--- config.mk ---
export PLATFORM = sky130hd
export DESIGN_NAME = conv3x3_sequencer
export DESIGN_NICKNAME = d
export VERILOG_FILES = /design/src/rtl/conv_pkg.sv /design/src/rtl/conv_addr_gen.sv /design/src/rtl/conv3x3_sequencer.sv
export SDC_FILE = /design/constraint.sdc
export NUM_CORES = 1
export LEC_CHECK = 0
export ABC_AREA = 1
export CAP_MARGIN = 0
export CORE_MARGIN = 5
export CORE_UTILIZATION = 45
export CTS_CLUSTER_DIAMETER = 30
export DETAILED_ROUTE_END_ITERATION = 8
export HOLD_SLACK_MARGIN = 0.12
export PLACE_DENSITY = 0.71
export SYNTH_ARGS = -nofsm -noshare
export SYNTH_HDL_FRONTEND = slang
export SYNTH_HIERARCHICAL = 1
export SYNTH_SLANG_ARGS = --single-unit
--- constraint.sdc ---
create_clock -name clk -period 9.6 [get_ports clk]
set_input_delay 0.96 -clock clk [delete_from_list [all_inputs] [get_ports clk]]
set_output_delay 0.96 -clock clk [all_outputs]
set_load 0.01 [all_outputs]
--- src/rtl/conv_pkg.sv ---
// conv_pkg: shared types and sizes for the 3x3 convolution sequencer
package conv_pkg;
  typedef enum logic [2:0] {IDLE, FETCH, DRAIN, OUT, DONE} state_t;
  localparam int KSIZE = 3;
  localparam int TAPS = 9;
  localparam int PIX_W = 8;
  localparam int ACC_W = 16;
endpackage

--- src/rtl/conv_addr_gen.sv ---
// conv_addr_gen: window/pixel counters and image read address for the 3x3 walk
module conv_addr_gen import conv_pkg::*; #(
  parameter int IMG_W = 8,
  parameter int IMG_H = 8,
  parameter int AW = 16,
  parameter int BASE_ADDR = 0
) (
  input  logic          clk,
  input  logic          rst,
  input  logic          clr,
  input  logic          fetch,
  input  logic          adv,
  output logic [AW-1:0] mem_addr,
  output logic [3:0]    tap,
  output logic          last_tap,
  output logic          last_pix,
  output logic [7:0]    row,
  output logic [7:0]    col
);
  logic [7:0] row_q, row_d, col_q, col_d;
  logic [1:0] kr_q, kr_d, kc_q, kc_d;
  logic [AW-1:0] addr_q, addr_d, cur;
  logic col_last, kc_last, kr_last;
  assign col_last = col_q == 8'(IMG_W - KSIZE);
  assign kc_last = kc_q == 2'(KSIZE - 1);
  assign kr_last = kr_q == 2'(KSIZE - 1);
  assign cur = AW'(BASE_ADDR) + (AW'(row_q) + AW'(kr_q)) * AW'(IMG_W) + AW'(col_q) + AW'(kc_q);
  // the address is live during a read and frozen at its last value otherwise
  assign mem_addr = fetch ? cur : addr_q;
  assign tap = 4'(kr_q) * 4'(KSIZE) + 4'(kc_q);
  assign last_tap = kr_last && kc_last;
  assign last_pix = col_last && row_q == 8'(IMG_H - KSIZE);
  assign row = row_q;
  assign col = col_q;
  always_comb begin
    row_d = row_q;
    col_d = col_q;
    kr_d = kr_q;
    kc_d = kc_q;
    addr_d = fetch ? cur : addr_q;
    if (clr) begin
      row_d = '0;
      col_d = '0;
      kr_d = '0;
      kc_d = '0;
    end else begin
      if (fetch) begin
        kc_d = kc_last ? 2'd0 : kc_q + 2'd1;
        kr_d = !kc_last ? kr_q : kr_last ? 2'd0 : kr_q + 2'd1;
      end
      if (adv) begin
        col_d = col_last ? 8'd0 : col_q + 8'd1;
        row_d = col_last ? row_q + 8'd1 : row_q;
      end
    end
  end
  always_ff @(posedge clk or posedge rst) begin
    if (rst) begin
      row_q <= '0;
      col_q <= '0;
      kr_q <= '0;
      kc_q <= '0;
      addr_q <= '0;
    end else begin
      row_q <= row_d;
      col_q <= col_d;
      kr_q <= kr_d;
      kc_q <= kc_d;
      addr_q <= addr_d;
    end
  end
endmodule

--- src/rtl/conv3x3_sequencer.sv ---
// conv3x3_sequencer: FSM, filter bank and serial multiply-accumulate for a 3x3 valid-only convolution
module conv3x3_sequencer import conv_pkg::*; #(
  parameter int IMG_W = 8,
  parameter int IMG_H = 8,
  parameter int AW = 16,
  parameter int BASE_ADDR = 0
) (
  input  logic             clk,
  input  logic             rst,
  input  logic             start,
  output logic             busy,
  output logic             done,
  input  logic             coef_we,
  input  logic [3:0]       coef_addr,
  input  logic [PIX_W-1:0] coef_data,
  output logic             mem_rd,
  output logic [AW-1:0]    mem_addr,
  input  logic [PIX_W-1:0] mem_rdata,
  output logic             res_valid,
  input  logic             res_ready,
  output logic [ACC_W-1:0] res_data,
  output logic             res_ovf,
  output logic [7:0]       res_row,
  output logic [7:0]       res_col
);
  state_t state_q, state_d;
  logic [PIX_W-1:0] coef_q [TAPS];
  logic [PIX_W-1:0] coef_d [TAPS];
  logic [ACC_W-1:0] acc_q, acc_d, prod;
  logic [ACC_W:0] sum;
  logic ovf_q, ovf_d, rd_q, rd_d;
  logic [3:0] tap, tap_q, tap_d;
  logic last_tap, last_pix, start_ok, hs, fetch;
  assign fetch = state_q == FETCH;
  assign start_ok = state_q == IDLE && start;
  assign hs = state_q == OUT && res_ready;
  assign busy = state_q != IDLE;
  assign done = state_q == DONE;
  assign mem_rd = fetch;
  assign res_valid = state_q == OUT;
  assign res_data = acc_q;
  assign res_ovf = ovf_q;
  conv_addr_gen #(.IMG_W(IMG_W), .IMG_H(IMG_H), .AW(AW), .BASE_ADDR(BASE_ADDR)) u_addr (
    .clk(clk), .rst(rst), .clr(start_ok), .fetch(fetch), .adv(hs && !last_pix),
    .mem_addr(mem_addr), .tap(tap), .last_tap(last_tap), .last_pix(last_pix),
    .row(res_row), .col(res_col)
  );
  always_comb begin
    state_d = state_q;
    coef_d = coef_q;
    rd_d = fetch;
    tap_d = tap;
    case (state_q)
      IDLE:    state_d = start ? FETCH : IDLE;
      FETCH:   state_d = last_tap ? DRAIN : FETCH;
      DRAIN:   state_d = OUT;
      OUT:     state_d = !res_ready ? OUT : last_pix ? DONE : FETCH;
      DONE:    state_d = IDLE;
      default: state_d = IDLE;
    endcase
    if (state_q == IDLE && coef_we && coef_addr < 4'(TAPS)) coef_d[coef_addr] = coef_data;
    // pixel arrives one cycle after its read, so pair it with the delayed tap index
    prod = ACC_W'(coef_q[tap_q]) * ACC_W'(mem_rdata);
    sum = {1'b0, acc_q} + {1'b0, prod};
    acc_d = rd_q ? sum[ACC_W-1:0] : acc_q;
    ovf_d = rd_q ? ovf_q | sum[ACC_W] : ovf_q;
    if (start_ok || (hs && !last_pix)) begin
      acc_d = '0;
      ovf_d = 1'b0;
    end
  end
  always_ff @(posedge clk or posedge rst) begin
    if (rst) begin
      state_q <= IDLE;
      coef_q <= '{default: '0};
      acc_q <= '0;
      ovf_q <= 1'b0;
      rd_q <= 1'b0;
      tap_q <= '0;
    end else begin
      state_q <= state_d;
      coef_q <= coef_d;
      acc_q <= acc_d;
      ovf_q <= ovf_d;
      rd_q <= rd_d;
      tap_q <= tap_d;
    end
  end
endmodule

==> metrics <==
initial antenna violation count=1; post-synthesis mux area share=0.00212; CTS max path bufs=2; total track usage=0.195; hold-critical path endpoint=u_addr/addr_q[9]$_DFF_PP0_; crit share post-route=0.605; Boundary Pins=78; fin crit period=slightly below 6000 ps; end of the worst register-to-register path=res_data[13]$_DFFE_PP0P_; H-Tree Depth=4; diodes inserted=0; TNS Setup=0 ps; hold-fix buffers at CTS=0; dpl cells=1,470; final cell count without fillers=~1,500; Routed Antenna Nets=0; vias in the first global route=7,657; Slew HR=0.375; Syn Inst Count=about 1,100; area of the mapped netlist=9450 um2; core box area=around 21,000 um2; Synth warnings=6; Max Clock Skew=about 11 ps; clk sinks=133; Area growth syn-to-layout=16.4%; Area after DPL=10,400 um2; WL final=22.5 mm; Die W=155 um; IO Port Bufs=77; Num CTS Buffers=17; max-cap violation count=0; Filler Cells Inserted=between 1,500 and 2,000; Setup violations, final=0; via count=about 7,700; global-route wire length before repair=between 30 and 40 mm; Vias/cell=5.10; Arr. time, crit path=~6100 ps; largest net degree at the start of global routing=75; RSZ-0062 raised after global routing=no; DR iter-0 viols=518; Worst-Skew Late Latency=430 ps; Nets=1,349; Die ar.=24,000 um2; grt ovf=0; main combinational cell family by area after synthesis=simple AND/OR/NAND/NOR gates; part of the Yosys area used for sequential elements=0.352; final hold vios=0; post-synthesis adder-cell area fraction=0.189; CTS clock-pin slew for the worst setup and hold paths=60 ps; post-synthesis xor/xnor area fraction=0.0148; row cnt=53; Worst-Margin Slew=938 ps; fraction of the mapped netlist area in simple logic gates=0.208; Final Cell Area=11,000 um2; DRT Pass-1 Iters=7; HPWL reported at the end of detailed placement=between 15 and 20 mm; Starting Density=0.454; Yosys reg bits=133; hold_sp=u_addr/addr_q[9]$_DFF_PP0_; CP startpoint kind=register; post-synthesis compound-gate area fraction=0.126; Worst setup EP type=register; clk root buf=clkbuf_16; Max Slew Vio Count=0; fraction of layout cells with a size suffix above 1=0.0896; WS Path Type=reg -> reg; CTS resizes=0; hold depth=2; RR Startpoint=tap_q[0]$_DFF_PP0_; syn_area_per_cell=about 8.3 um2; area occupied by multi-input gates=5110 um2; FF-to-FF path depth=20; most common cell after layout, fill and taps aside=nand2_1; outcome=finished clean; distinct cell type count after synthesis=52; CP max FO=39; post-DR wirelength/cell=15.0 um; Min-Delay Path Class=reg -> reg; post-CTS setup buffers=0; Final GP Congestion=0.910; Critical Path RT=9930 ps; FF/Latch Area=3330 um2; most frequent cells in the layout=nand2_1, inv_1, dfrtp_1; TritonCTS clock tree=done; Die Height=approximately 150 um; R2R Setup Slk=around 3800 ps; DRC=0; Achievable Freq=~170 MHz; Post-Syn Nets=1,279
==> stage by stage <==
step	util	worst slack, ps	hold WS (ps)
finish	0.528	3790	474
global route	0.528	3320	497
CTS	0.528	3850	478
detailed placement	0.499	3870	463
global placement	0.499	3980	458
floorplan	-	5030	450
==> Yosys cell counts, drive strengths merged <==
| cell type | count | area (um2) |
|---|---|---|
| ha | 55 | 688 |
| a31oi | 1 | 6.26 |
| xnor2 | 6 | 52.6 |
| nor3 | 9 | 67.6 |
| a32o | 1 | 10.0 |
| nor2 | 121 | 493 |
| o22ai | 6 | 37.5 |
| mux2i | 2 | 20.0 |
| nand2 | 243 | 998 |
| nand4 | 9 | 62.6 |
| a21oi | 31 | 159 |
| clkinv | 2 | 7.51 |
| clkbuf | 6 | 33.8 |
| o21ai | 133 | 752 |
| o221ai | 1 | 8.76 |
| fa | 55 | 1100 |
| nand3 | 47 | 275 |
| or2 | 1 | 6.26 |
| o211ai | 19 | 143 |
| buf | 23 | 173 |
| dfrtp | 133 | 3330 |
| nand3b | 3 | 22.5 |
| o31ai | 2 | 15.0 |
| xor2 | 10 | 87.6 |
| a22o | 1 | 8.76 |
| and2 | 6 | 37.5 |
| a21boi | 3 | 26.3 |
| o21bai | 3 | 26.3 |
| inv | 212 | 801 |
==> sequential cells by signal, summed over array words and instances, names as in the netlist <==
register	cells
u_addr/col	8
res_ovf	1
coef_q	72
u_addr/kr_q	2
tap_q	4
res_data	16
u_addr/row	8
rd_q	1
u_addr/kc_q	2
u_addr/addr_q	16
state_q	3
==> critical path: stages, from the launching register on <==
cell      delay [ps]
dfrtp_1          840
inv_2            460
nor2_1           170
o21ai_0          160
o211ai_1         230
o21ai_2          170
and2_1           200
fa_1             500
fa_1             510
fa_1             540
inv_1             60
fa_1             530
inv_1             60
ha_1             360
a21oi_1          280
o21ai_0          140
nand2_1           80
nand3_1          100
nand2_1           80
nand2_1           50
o21ai_0          190
==> metal layers <==
metal,vias up,global-route usage,share of wire
met2,235,0.319,0.47
met4,2,0.0450,0.014
met3,35,0.0439,0.065
met5,-,0,0.00058
li1,3743,-,-
met1,3644,0.268,0.45
==> cell type report <==
| cell class | count | area share |
|---|---|---|
| Multi-Input combinational cell | 768 | 0.465 |
| Sequential cell | 133 | 0.303 |
| Inverter | 214 | 0.0737 |
| Timing Repair Buffer | 80 | 0.0721 |
| Clock buffer | 19 | 0.0403 |
| Tap cell | 275 | 0.0313 |
| Clock inverter | 13 | 0.0151 |
==> cells by family (layout without fill, tap and decap cells) <==
family,Yosys count,in the layout
xor+xnor,16,16
buf+inv,243,326
simple gates,439,439
fa+ha+maj,110,110
compound gates,201,201
flops,133,133
mux,2,2
==> worst max path at each step <==
stage	start	endpoint	slack, ps
floorplan	tap_q[0]$_DFF_PP0_	res_ovf$_DFFE_PP0P_	5030
global placement	tap_q[0]$_DFF_PP0_	res_ovf$_DFFE_PP0P_	3980
detailed placement	tap_q[0]$_DFF_PP0_	res_data[13]$_DFFE_PP0P_	3870
CTS	tap_q[0]$_DFF_PP0_	res_data[13]$_DFFE_PP0P_	3850
global route	tap_q[0]$_DFF_PP0_	res_data[13]$_DFFE_PP0P_	3320
finish	tap_q[0]$_DFF_PP0_	res_data[13]$_DFFE_PP0P_	3790
Power is not shown: default switching activity piles up to over one toggle a cycle in this logic, so the estimate is an artifact.
